## config.mk

```make
export PLATFORM = sky130hd
export DESIGN_NAME = uart_tx_fifo_flat
export DESIGN_NICKNAME = d
export VERILOG_FILES = /design/src/rtl/uart_pkg.sv /design/src/rtl/uart_tx_fifo_if.sv /design/src/rtl/uart_sync_fifo.sv /design/src/rtl/uart_tx_fifo.sv /design/src/flat_wrapper.sv
export SDC_FILE = /design/constraint.sdc
export NUM_CORES = 1
export LEC_CHECK = 0
export CAP_MARGIN = 20
export CORE_MARGIN = 3
export CORE_UTILIZATION = 58
export CTS_CLUSTER_SIZE = 14
export DETAILED_ROUTE_END_ITERATION = 8
export PLACE_DENSITY = 0.78
export SLEW_MARGIN = 5
export SYNTH_ARGS = -nofsm -noshare
export SYNTH_HDL_FRONTEND = slang
export SYNTH_HIERARCHICAL = 1
export SYNTH_SLANG_ARGS = --single-unit
```

## constraint.sdc

```tcl
create_clock -name txclk -period 3.68 [get_ports txclk]
set_clock_uncertainty 0.2 [all_clocks]
set_input_delay 0.368 -clock txclk [delete_from_list [all_inputs] [get_ports txclk]]
set_output_delay 0.368 -clock txclk [all_outputs]
set_load 0.05 [all_outputs]
```

## src/rtl/uart_pkg.sv

```systemverilog
// Shared definitions for the UART transmit path.
//   tx_state_t   : transmitter FSM states
//   UART_DATA_W  : data bits per frame
//   LINE_IDLE    : serial line level between frames
//   calc_parity  : parity bit for a data byte (odd = 1 selects odd parity)
package uart_pkg;

  localparam int UART_DATA_W = 8;
  localparam logic LINE_IDLE = 1'b1;

  typedef enum logic [2:0] {
    ST_IDLE,
    ST_START,
    ST_DATA,
    ST_PARITY,
    ST_STOP
  } tx_state_t;

  function automatic logic calc_parity(input logic [UART_DATA_W-1:0] d, input logic odd);
    return (^d) ^ odd;
  endfunction

endpackage

```

## src/rtl/uart_tx_fifo_if.sv

```systemverilog
// Byte input handshake of the UART transmitter.
//   in_data  : byte to transmit
//   in_valid : in_data is valid this cycle
//   in_ready : transmitter can accept a byte
// master = byte source, slave = transmitter.
interface uart_tx_fifo_if;
  import uart_pkg::*;

  logic [UART_DATA_W-1:0] in_data;
  logic                   in_valid;
  logic                   in_ready;

  modport master (output in_data, output in_valid, input in_ready);
  modport slave  (input in_data, input in_valid, output in_ready);

endinterface

```

## src/rtl/uart_sync_fifo.sv

```systemverilog
// Single-clock FIFO with synchronous active-low reset.
//   clk, reset_n : clock, reset (clears pointers and count)
//   push, wdata  : write request/data, ignored when full
//   pop          : read request, ignored when empty
//   rdata        : head entry (valid when !empty)
//   full, empty  : status derived from the registered count
//   count        : number of entries held (0..DEPTH)
module uart_sync_fifo #(
  parameter int WIDTH = 8,
  parameter int DEPTH = 4
) (
  input  logic                     clk,
  input  logic                     reset_n,
  input  logic                     push,
  input  logic [WIDTH-1:0]         wdata,
  input  logic                     pop,
  output logic [WIDTH-1:0]         rdata,
  output logic                     full,
  output logic                     empty,
  output logic [$clog2(DEPTH):0]   count
);

  localparam int AW = $clog2(DEPTH);
  localparam int CW = AW + 1;

  logic [WIDTH-1:0] mem [DEPTH];
  logic [AW-1:0]    wr_ptr;
  logic [AW-1:0]    rd_ptr;
  logic             push_ok;
  logic             pop_ok;

  assign full    = (count == CW'(DEPTH));
  assign empty   = (count == '0);
  assign push_ok = push && !full;
  assign pop_ok  = pop && !empty;
  assign rdata   = mem[rd_ptr];

  always_ff @(posedge clk) begin
    if (push_ok) begin
      mem[wr_ptr] <= wdata;
    end
  end

  // Pointers wrap naturally since DEPTH is a power of two.
  always_ff @(posedge clk) begin
    if (!reset_n) begin
      wr_ptr <= '0;
      rd_ptr <= '0;
      count  <= '0;
    end else begin
      if (push_ok) begin
        wr_ptr <= wr_ptr + AW'(1);
      end
      if (pop_ok) begin
        rd_ptr <= rd_ptr + AW'(1);
      end
      case ({push_ok, pop_ok})
        2'b10:   count <= count + CW'(1);
        2'b01:   count <= count - CW'(1);
        default: count <= count;
      endcase
    end
  end

endmodule

```

## src/rtl/uart_tx_fifo.sv

```systemverilog
// Buffered UART transmitter: bytes enter a FIFO over a valid/ready handshake
// and are sent as start bit, 8 data bits LSB-first, optional parity and
// 1 or 2 stop bits, each bit lasting CLK_DIV clocks.
//   txclk      : clock
//   reset_n    : synchronous active-low reset, aborts any frame in progress
//   in_bus     : byte handshake (in_data/in_valid/in_ready)
//   tx_enable  : permits new frames; sampled in IDLE and at end of STOP
//   tx_out     : serial line, idle high
//   tx_busy    : a frame is on the line
//   fifo_count : bytes currently queued
module uart_tx_fifo
  import uart_pkg::*;
#(
  parameter int CLK_DIV    = 16,
  parameter int FIFO_DEPTH = 4,
  parameter int PARITY_EN  = 0,
  parameter int PARITY_ODD = 0,
  parameter int STOP_BITS  = 1
) (
  input  logic                          txclk,
  input  logic                          reset_n,
  uart_tx_fifo_if.slave                 in_bus,
  input  logic                          tx_enable,
  output logic                          tx_out,
  output logic                          tx_busy,
  output logic [$clog2(FIFO_DEPTH):0]   fifo_count
);

  localparam int BAUD_W = $clog2(CLK_DIV);
  localparam int BIT_W  = $clog2(UART_DATA_W);

  tx_state_t              state;
  logic [BAUD_W-1:0]      baud_cnt;
  logic [BIT_W-1:0]       bit_cnt;
  logic [UART_DATA_W-1:0] shreg;
  logic                   par_bit;

  logic                   fifo_full;
  logic                   fifo_empty;
  logic [UART_DATA_W-1:0] head;
  logic                   bit_end;
  logic                   stop_done;
  logic                   pop;

  assign in_bus.in_ready = !fifo_full;

  assign bit_end   = (baud_cnt == BAUD_W'(CLK_DIV - 1));
  assign stop_done = (state == ST_STOP) && bit_end && (bit_cnt == BIT_W'(STOP_BITS - 1));
  // Popping at the end of the last stop bit lets the next start bit follow
  // immediately with no idle cycle.
  assign pop       = tx_enable && !fifo_empty && ((state == ST_IDLE) || stop_done);

  uart_sync_fifo #(
    .WIDTH (UART_DATA_W),
    .DEPTH (FIFO_DEPTH)
  ) u_fifo (
    .clk     (txclk),
    .reset_n (reset_n),
    .push    (in_bus.in_valid),
    .wdata   (in_bus.in_data),
    .pop     (pop),
    .rdata   (head),
    .full    (fifo_full),
    .empty   (fifo_empty),
    .count   (fifo_count)
  );

  always_ff @(posedge txclk) begin
    if (!reset_n) begin
      state    <= ST_IDLE;
      tx_out   <= LINE_IDLE;
      tx_busy  <= 1'b0;
      baud_cnt <= '0;
      bit_cnt  <= '0;
      shreg    <= '0;
      par_bit  <= 1'b0;
    end else begin
      case (state)
        ST_IDLE: begin
          baud_cnt <= '0;
          bit_cnt  <= '0;
          tx_out   <= LINE_IDLE;
          tx_busy  <= 1'b0;
          if (pop) begin
            shreg   <= head;
            par_bit <= calc_parity(head, PARITY_ODD != 0);
            state   <= ST_START;
            tx_out  <= 1'b0;
            tx_busy <= 1'b1;
          end
        end

        ST_START: begin
          if (bit_end) begin
            baud_cnt <= '0;
            bit_cnt  <= '0;
            state    <= ST_DATA;
            tx_out   <= shreg[0];
          end else begin
            baud_cnt <= baud_cnt + BAUD_W'(1);
          end
        end

        ST_DATA: begin
          if (bit_end) begin
            baud_cnt <= '0;
            if (bit_cnt == BIT_W'(UART_DATA_W - 1)) begin
              bit_cnt <= '0;
              if (PARITY_EN != 0) begin
                state  <= ST_PARITY;
                tx_out <= par_bit;
              end else begin
                state  <= ST_STOP;
                tx_out <= LINE_IDLE;
              end
            end else begin
              // shreg[0] is the bit on the line; shreg[1] goes out next.
              bit_cnt <= bit_cnt + BIT_W'(1);
              shreg   <= shreg >> 1;
              tx_out  <= shreg[1];
            end
          end else begin
            baud_cnt <= baud_cnt + BAUD_W'(1);
          end
        end

        ST_PARITY: begin
          if (bit_end) begin
            baud_cnt <= '0;
            bit_cnt  <= '0;
            state    <= ST_STOP;
            tx_out   <= LINE_IDLE;
          end else begin
            baud_cnt <= baud_cnt + BAUD_W'(1);
          end
        end

        ST_STOP: begin
          if (bit_end) begin
            baud_cnt <= '0;
            if (stop_done) begin
              bit_cnt <= '0;
              if (pop) begin
                shreg   <= head;
                par_bit <= calc_parity(head, PARITY_ODD != 0);
                state   <= ST_START;
                tx_out  <= 1'b0;
              end else begin
                state   <= ST_IDLE;
                tx_out  <= LINE_IDLE;
                tx_busy <= 1'b0;
              end
            end else begin
              bit_cnt <= bit_cnt + BIT_W'(1);
            end
          end else begin
            baud_cnt <= baud_cnt + BAUD_W'(1);
          end
        end

        default: begin
          state    <= ST_IDLE;
          tx_out   <= LINE_IDLE;
          tx_busy  <= 1'b0;
          baud_cnt <= '0;
          bit_cnt  <= '0;
        end
      endcase
    end
  end

endmodule

```

## src/flat_wrapper.sv

```systemverilog
// flat-port wrapper written by rule: the top's interface ports become plain ports
module uart_tx_fifo_flat import uart_pkg::*;
#(
  parameter int CLK_DIV    = 16,
  parameter int FIFO_DEPTH = 4,
  parameter int PARITY_EN  = 0,
  parameter int PARITY_ODD = 0,
  parameter int STOP_BITS  = 1
)
  (txclk, reset_n, tx_enable, tx_out, tx_busy, fifo_count, in_bus_in_data, in_bus_in_valid, in_bus_in_ready);
  uart_tx_fifo_if in_bus_i ();
  input  logic txclk;
  input  logic reset_n;
  input  logic tx_enable;
  output logic tx_out;
  output logic tx_busy;
  output logic [$clog2(FIFO_DEPTH):0] fifo_count;
  input wire logic [$bits(in_bus_i.in_data)-1:0] in_bus_in_data;
  input wire logic [$bits(in_bus_i.in_valid)-1:0] in_bus_in_valid;
  output wire logic [$bits(in_bus_i.in_ready)-1:0] in_bus_in_ready;
  assign in_bus_i.in_data = in_bus_in_data;
  assign in_bus_i.in_valid = in_bus_in_valid;
  assign in_bus_in_ready = in_bus_i.in_ready;
  uart_tx_fifo #(.CLK_DIV(CLK_DIV), .FIFO_DEPTH(FIFO_DEPTH), .PARITY_EN(PARITY_EN), .PARITY_ODD(PARITY_ODD), .STOP_BITS(STOP_BITS)) u_core (.txclk(txclk), .reset_n(reset_n), .in_bus(in_bus_i), .tx_enable(tx_enable), .tx_out(tx_out), .tx_busy(tx_busy), .fifo_count(fifo_count));
endmodule
```

Yosys cells after proc, flatten, opt, wreduce, memory -nomap -nowiden
Memory sizes are Yosys's and may differ from the RTL's. A register that Yosys moved wholly into a read port is not among the register bits. Cells that the tools add are included.

Logic and storage cells: 100. Memory bits (writable): 32. Register bits after elaboration: 27. Memories: 1. Output and inout bits: 6. Input port bits: 12.

Bitwise logic cells: 3. Add/sub/neg operators: 6. Mux-type cells: 39. Equal/unequal tests: 19. Reduce and logical (&&, ||, !) cells: 23.

Memory list: u_core.u_fifo.mem (words 4, bits a word 8, read ports 1, clocked after Yosys merged registers in 1, wr ports 1, RTL line uart_sync_fifo.sv:26) `logic [WIDTH-1:0] mem [DEPTH];`.

Operators with widths (count): $mux W8 (5); $mux W3 (12); $pmux W8 S3 (1); $pmux W3 S5 (1); $mux W1 (14); $ne A2 B1 Y1 const B (7); $reduce_and A5 Y1 (2); $eq A3 B3 Y1 const B (3); $logic_not A3 Y1 (3); $pmux W3 S3 (1); $reduce_and A7 Y1 (1); $add A3 B1 Y3 const B (2); $eq A3 B2 Y1 const B (2); $logic_and A1 B1 Y1 (6); $ne A2 B2 Y1 const B (3); $pmux W3 S2 (1); $reduce_or A3 Y1 (2); $pmux W1 S5 (1); $add A2 B1 Y2 const B (2); $add A4 B1 Y4 const B (1); $eq A4 B4 Y1 const B (1); $mux W2 (2); $reduce_and A4 Y1 (1); $reduce_or A4 Y1 (1); other kinds (12) (15).

Depth between registers and ports, before layout
Depth after elaboration: 9. Depth in mapped cells: 12. Depth with buffers taken out: 12.

Cells and area by module
Netlist, hierarchy kept.

Modules (own cells, without submodules): uart_sync_fifo (cells each 96, instances 1, sequential area each 1141.1 sq um, area an instance 1644.1 sq um); uart_tx_fifo (cells each 124, instances 1, sequential area each 400.4 sq um, area an instance 1086.0 sq um).

Worst setup path before layout
Ideal clock, no wire load.

Kind: reg2reg. From: register u_core.u_fifo.count[0]. To: register u_core.u_fifo.count[2]. Slack: 0.517 ns. Buffers on the path: 0. Library setup time: 0.070 ns. Data arrival time: 2.893 ns. Required time: 3.410 ns. Cell stages (with the launch flop): 12. Cell sequence: dfxtp_1 -> nor3_2 -> nand2b_1 -> or3_1 -> nor2_1 -> nor2b_1 -> ha_1 -> inv_1 -> fa_1 -> xor2_1 -> or3_1 -> a21boi_1.

Cells in the longest elaborated chain, start to end: 7. Elaborated cells on any way between the ends: 14. Classes of those cells: add/sub: 2; eq/ne: 3; mux: 1; reduce/logical: 8.

RTL lines: start: declaration (RTL line uart_sync_fifo.sv:20) `output logic [$clog2(DEPTH):0] count`; start signal: assignment (RTL line uart_sync_fifo.sv:58) `2'b10: count <= count + CW'(1);`; start signal: assignment (RTL line uart_sync_fifo.sv:59) `2'b01: count <= count - CW'(1);`; start signal: assignment (RTL line uart_sync_fifo.sv:60) `default: count <= count;`; $logic_not A3 Y1 * (RTL line uart_sync_fifo.sv:33) `assign empty = (count == '0);`; named net u_core.fifo_empty (RTL line uart_tx_fifo.sv:39) `logic fifo_empty;`; $logic_not A1 Y1 * (RTL line uart_tx_fifo.sv:51) `assign pop = tx_enable && !fifo_empty && ((state == ST_IDLE) || stop_done);`; $logic_and A1 B1 Y1 * (2 in series) (RTL line uart_tx_fifo.sv:51); named net u_core.pop (RTL line uart_tx_fifo.sv:43) `logic pop;`; $logic_and A1 B1 Y1 * (RTL line uart_sync_fifo.sv:35) `assign pop_ok = pop && !empty;`; named net u_core.u_fifo.pop_ok (RTL line uart_sync_fifo.sv:30) `logic pop_ok;`; $eq A2 B1 Y1 / $eq A2 B2 Y1 (equally long branches) (RTL line uart_sync_fifo.sv:57) `case ({push_ok, pop_ok})`; $pmux W3 S2 / $reduce_bool A2 Y1 (equally long branches).

Mark *: on every way through the listed nets, which the timed path passes. The rest lies on a longest branch. A chain may end at the register's enable or synchronous reset.

Final worst setup path
Same ends and word-level chain as after synthesis.

==> flow_summary.ini <==
[yosys]
synthCells = 220
yosys_warnings = 6
yosys_most_used_dff = edfxtp_1
synth_top_cell_by_area = edfxtp_1
postSynthAreaPerCell_um2 = 12.41
netlist_top_cells_count = edfxtp_1, dfxtp_1, nand2_1, mux2i_1, inv_1
syn_area_um2 = 2730
yosysSeqAreaShare_pct = 56.46
synth_most_common_cell = edfxtp_1
synth_cell_types = 43
synth-edff-count = 32
ys_ff_latch = 61
syn_nets = 242
yosysTopAreaCellShare_pct = 35.20
async_flop_share_pct = 0
synthTopCellsByArea = edfxtp_1, dfxtp_1, mux4_2

[floorplanning]
die_h_um = 74.61
pin_count = 18
die_w_um = 74.61
floorplan.initialDensity_pct = 61.43
die_area_um2 = 5567
core_area_um2 = 4444
num_rows = 24

[clock_network]
cts_num_sinks = 61
clock_path_buffers = 2
cts_tree = yes
cts_setup_buffers = 0
numCtsBuffers = 9
htree_levels = 3
cts-root-buf = clkbuf_8
cts_resized = 0
clkLatencyLatePin_ns = 0.33
hold_buffers = 0
clkSlewWorstSetupHoldPaths_ns = 0.07

[sta]
tns_ns = 0
final-hold-violation-count = 0
slew_viol_final = 0
rsz0062_at_grt = no
setup_violations = 0
period_minus_slack_ns = 3.139
slew_headroom_pct = 46.31
worst_pin_slew_ns = 0.8029
fmax_mhz = 318.5
fin_crit_sh_pct = 85.31

[detailed_routing]
wl_met3_um = 129
drtIter0Drc = 141
vias = 1674
wl_met1_um = 1942
viasPerCell = 5.694
drtPass1Iterations = 4
highest_layer = met4
wl_met2_um = 2384
routed_wl_um = 4512
wl_per_cell_um = 15.35
ant_nets = 0
drc_errors = 0

[final_layout]
drive_gt1_share_pct = 14.88
synthToLayoutAreaGrowth_pct = 14.07
finalInstanceArea_um2 = 3114
final_core_util_pct = 70.07
final_nets = 260
antenna_cells = 0

[status]
status = finished, final reports clean

[power_and_ir_drop]
clockPowerShare_pct = 31.2
seq_power_share_pct = 47.2
pwr-share-comb_pct = 21.7
p_int_w = 0.001280
peakVddDrop_uv = 332.0
powerDensity_nw_per_um2 = 580.2
p_switching_w = 0.0005266
static-leakage-power_nw = 1.133
switching_share_pct = 29.15

[placed_design]
place_area_um2 = 2924
gp_congestion = 0.8379
detailed_place_hpwl_um = 3088
port_buffers = 17

[critical_path]
cp-end-kind = register
cp-start-kind = register
arrival_ns = 3.20
worstPathRequired_ns = 3.74
path_class = register to register
crit_fanout = 5

[global_routing]
grt_usage_pct = 18.15
overflow = 0
grt_pass1_wl_um = 7245
antenna_found_initial = 0
grt_pass1_vias = 1577
grt_max_degree = 26

[min_path]
hp-class = register to register

[run]
maxCapViolCount = 0
-- cells by family (layout without fill, tap and decap cells) --
kind of cell	count (synthesis)	count (layout)	synth area share (%)
adder cells (fa/ha/maj)	10	10	4.858
multiplexers	26	26	13.52
AO/OA/AOI/OAI	30	30	7.241
buffers and inverters	22	44	3.300
AND/OR/NAND/NOR	66	66	13.02
XOR/XNOR	5	5	1.604
flip-flops	61	61	56.46
-- worst max-delay path, cell delays in order (launching register included) --
cell and delay, ns:
dfxtp_1 0.46, nor3_2 0.11, nand2b_1 0.18, or3_1 0.36, nor2_1 0.23, nor2b_1 0.27, ha_1 0.22, inv_1 0.06
fa_1 0.38, xor2_1 0.15, or3_1 0.31, a21boi_1 0.14
-- placed cells by master (no fill, tap or decap), types with 2 or more instances in the layout --
cell type / count
edfxtp_1: 32
dfxtp_1: 29
nand2_1: 27
clkdlybuf4s50_1: 17
mux2i_1: 11
inv_1: 10
clkbuf_8: 9
o21ai_0: 9
ha_1: 9
mux4_2: 8
mux2_2: 7
and2_1: 7
nor2_1: 6
a21oi_1: 5
or3_1: 4
nand3_1: 3
nand2b_1: 3
o21a_1: 3
and3_1: 3
xnor2_1: 3
a21boi_1: 3
clkinv_4: 2
clkinvlp_4: 2
xor2_1: 2
nor3b_2: 2
nor3_1: 2
o22ai_1: 2
nor2b_1: 2
-- worst paths after layout --
check                         start                      to  slack, ns  depth (start not counted)
max reg2reg  u_core/u_fifo/count[0]  u_core/u_fifo/count[2]       0.54                         11
max          u_core/u_fifo/count[0]  u_core/u_fifo/count[2]       0.54                         11
min              u_core/baud_cnt[0]      u_core/baud_cnt[0]       0.25                          1
min reg2reg      u_core/baud_cnt[0]      u_core/baud_cnt[0]       0.25                          1
-- stage by stage --
stage / setup WS [ns] / cells / total power (W) / hold slack (ns)
2_1_floorplan: 0.5165 / 220 / 0.001153 / 0.2179
3_3_place_gp: 0.5154 / 279 / 0.001246 / 0.2370
3_5_place_dp: 0.4322 / 279 / 0.001260 / 0.2412
4_1_cts: 0.5749 / 294 / 0.001830 / 0.2571
5_1_grt: 0.4155 / 294 / 0.001904 / 0.2748
6_report: 0.5406 / 294 / 0.001807 / 0.2502
-- cell type report --
type / count / area, um2
inverter: 11 / 41.29
sequential: 61 / 1541
clock inverter: 5 / 62.56
timing repair buffer: 18 / 177.7
tap: 52 / 65.06
clock buffer: 10 / 127.6
multi-input combinational: 137 / 1099
fill: 311 / 1330
-- sequential cells by signal, indices dropped and copies added (netlist names), named ones only --
name and count:
u_core/baud_cnt 4, u_core/bit_cnt 3, u_core/tx_busy 1, u_core/u_fifo/mem 32
u_core/shreg 8, u_core/u_fifo/count 3, u_core/tx_out 1, u_core/u_fifo/wr_ptr 2
u_core/state 3, u_core/u_fifo/rd_ptr 2
-- per-layer routing --
layer	global-route usage (%)	vias to the layer above
met4	7.510	0
met3	7.343	6
met2	29.27	24
met5	0	-
li1	-	824
met1	21.73	820
-- power groups by stage --
stage,combinational (W),sequential (W),clock (W)
after CTS,0.000394,0.000853,0.000583
after detailed placement,0.000393,0.000867,0
after global placement,0.000383,0.000863,0
after global routing,0.000423,0.000864,0.000617
after floorplan,0.000256,0.000897,0
final,0.000391,0.000852,0.000563
(Power assumes the default switching activity.)
==> RTL change, RTL diff (same settings) <==
`PARITY_EN` is set to 0 in 2 places; all go to 1.
--- a/src/rtl/uart_tx_fifo.sv
+++ b/src/rtl/uart_tx_fifo.sv
@@ -14,5 +14,5 @@
   parameter int CLK_DIV    = 16,
   parameter int FIFO_DEPTH = 4,
-  parameter int PARITY_EN  = 0,
+  parameter int PARITY_EN  = 1,
   parameter int PARITY_ODD = 0,
   parameter int STOP_BITS  = 1
--- a/src/flat_wrapper.sv
+++ b/src/flat_wrapper.sv
@@ -4,5 +4,5 @@
   parameter int CLK_DIV    = 16,
   parameter int FIFO_DEPTH = 4,
-  parameter int PARITY_EN  = 0,
+  parameter int PARITY_EN  = 1,
   parameter int PARITY_ODD = 0,
   parameter int STOP_BITS  = 1
Check against the original RTL: same outputs for any inputs over 10 cycles, from zero or initial values and one cycle with reset_n low; that may be too few to reach the edited logic, so the function may still have changed.
==> RTL change against the unedited design <==
Power is 9.1% higher; final area up 6.9%; setup slack worse by 0.038 ns; clock power increased by 4.1%; sequential cell count up 1; routed wire length is 10% higher; synthesized area grew 6.9%; non-clock buffer count unchanged.
==> RTL change: results (changes against the unedited design) <==
Outcome
  • Outcome: complete, no violations

Logic synthesis
  • Net Count, Synth: 260 (+7.4%)
  • Distinct cells, synth: 49 (+14%)
  • Mux contribution to synthesized area: 12.7% (-0.87 points)
  • Sequential fraction of the synthesis area: 53.5% (-2.9 points)
  • Most common library cells after synthesis: 32 x edfxtp_1, 30 x dfxtp_1, 29 x nand2_1
  • Syn Area/Cell: 12.3 um^2 (-1.2%)
  • Area fraction in compound gates after synthesis: 7.50% (+0.26 points)

Finish
  • Clock Buffer Count: 9 (-1)
  • Signal inverters: 12 (+1)
  • Final Non-Filler Cells: 330 (+12%)
  • Fillers: 355 (+14%)
  • Clock buffers and inverters, area share: 5.94% (-0.17 points)
  • Final net count: 280 (+7.7%)
  • Multi-input combinational area share: 38.0% (+2.7 points)

STA
  • Tmin final: 3.18 ns (+0.0380 ns)
  • Min Hold Slack: 0.249 ns (-0.00128 ns)
  • Slew @ Worst Pin: 0.607 ns (-0.196 ns)

Global routing
  • Largest net degree at the start of global routing: 31 (+19%)
  • Met1 usage: 23.3% (+1.6 points)
  • Met3 Usage GRT: 6.69% (-0.65 points)
  • GRT Overall Usage: 18.7% (+0.54 points)

Detailed routing
  • Met3 WL: 184 um (+43%)
  • Drt first-iter violations: 76 (-46%)
  • DR WL/cell: 15.1 um (-1.7%)

Setup path
  • Worst-path fanout max: 7 (+2)
  • Slowest-stage cell, CP: o21ai_0

Placement
  • Placed instance area: 3130 um^2 (+7.1%)
  • Post-Place Worst Slack: 0.377 ns (-0.0551 ns)
  • Placer Congestion: 0.768 (-8.4%)

Die
  • Core area: 4790 um^2 (+7.7%)

Power and ir drop
  • P_int: 1.36 mW (+6.2%)
  • Leak: 1.17 nW (+3.1%)
[RTL change: changes by cell type in the layout (fill, tap and decap cells not counted), sizes merged, moves of 2 or more]
cell / before / now
nand2: 27 / 29
o21ai: 9 / 6
clkinvlp: 2 / 0
or3b: 0 / 3
clkinv: 2 / 6
nor3: 3 / 6
nand2b: 3 / 5
xnor2: 3 / 11
o21a: 3 / 1
a21oi: 5 / 9
a211o: 0 / 2
[RTL change: worst paths after layout]
check                                                    from                                  end  cells past startpoint
worst min register to register  u_core/baud_cnt[0]$_SDFF_PP0_        u_core/baud_cnt[0]$_SDFF_PP0_                      1
worst max-delay path            u_core/baud_cnt[0]$_SDFF_PP0_  u_core/u_fifo/count[2]$_SDFFE_PN0P_                     11
worst min-delay path            u_core/baud_cnt[0]$_SDFF_PP0_        u_core/baud_cnt[0]$_SDFF_PP0_                      1
worst max register to register  u_core/baud_cnt[0]$_SDFF_PP0_  u_core/u_fifo/count[2]$_SDFFE_PN0P_                     11
[RTL change: power groups by stage]
stage	registers, mW	logic, mW	clock network (mW)
2_1_floorplan	0.917	0.356	0
6_report	0.874	0.510	0.586
3_5_place_dp	0.890	0.514	0
4_1_cts	0.875	0.516	0.598
3_3_place_gp	0.885	0.504	0
5_1_grt	0.889	0.556	0.635
[RTL change: worst max-delay path, delay by kind of cell (launching register included)]
| family | cells | cell delay, ns |
|---|---|---|
| AO/OA/AOI/OAI | 2 | 0.57 |
| buffers and inverters | 1 | 0.06 |
| AND/OR/NAND/NOR | 4 | 0.99 |
| adder cells (fa/ha/maj) | 3 | 0.79 |
| XOR/XNOR | 1 | 0.16 |
| flip-flops | 1 | 0.35 |
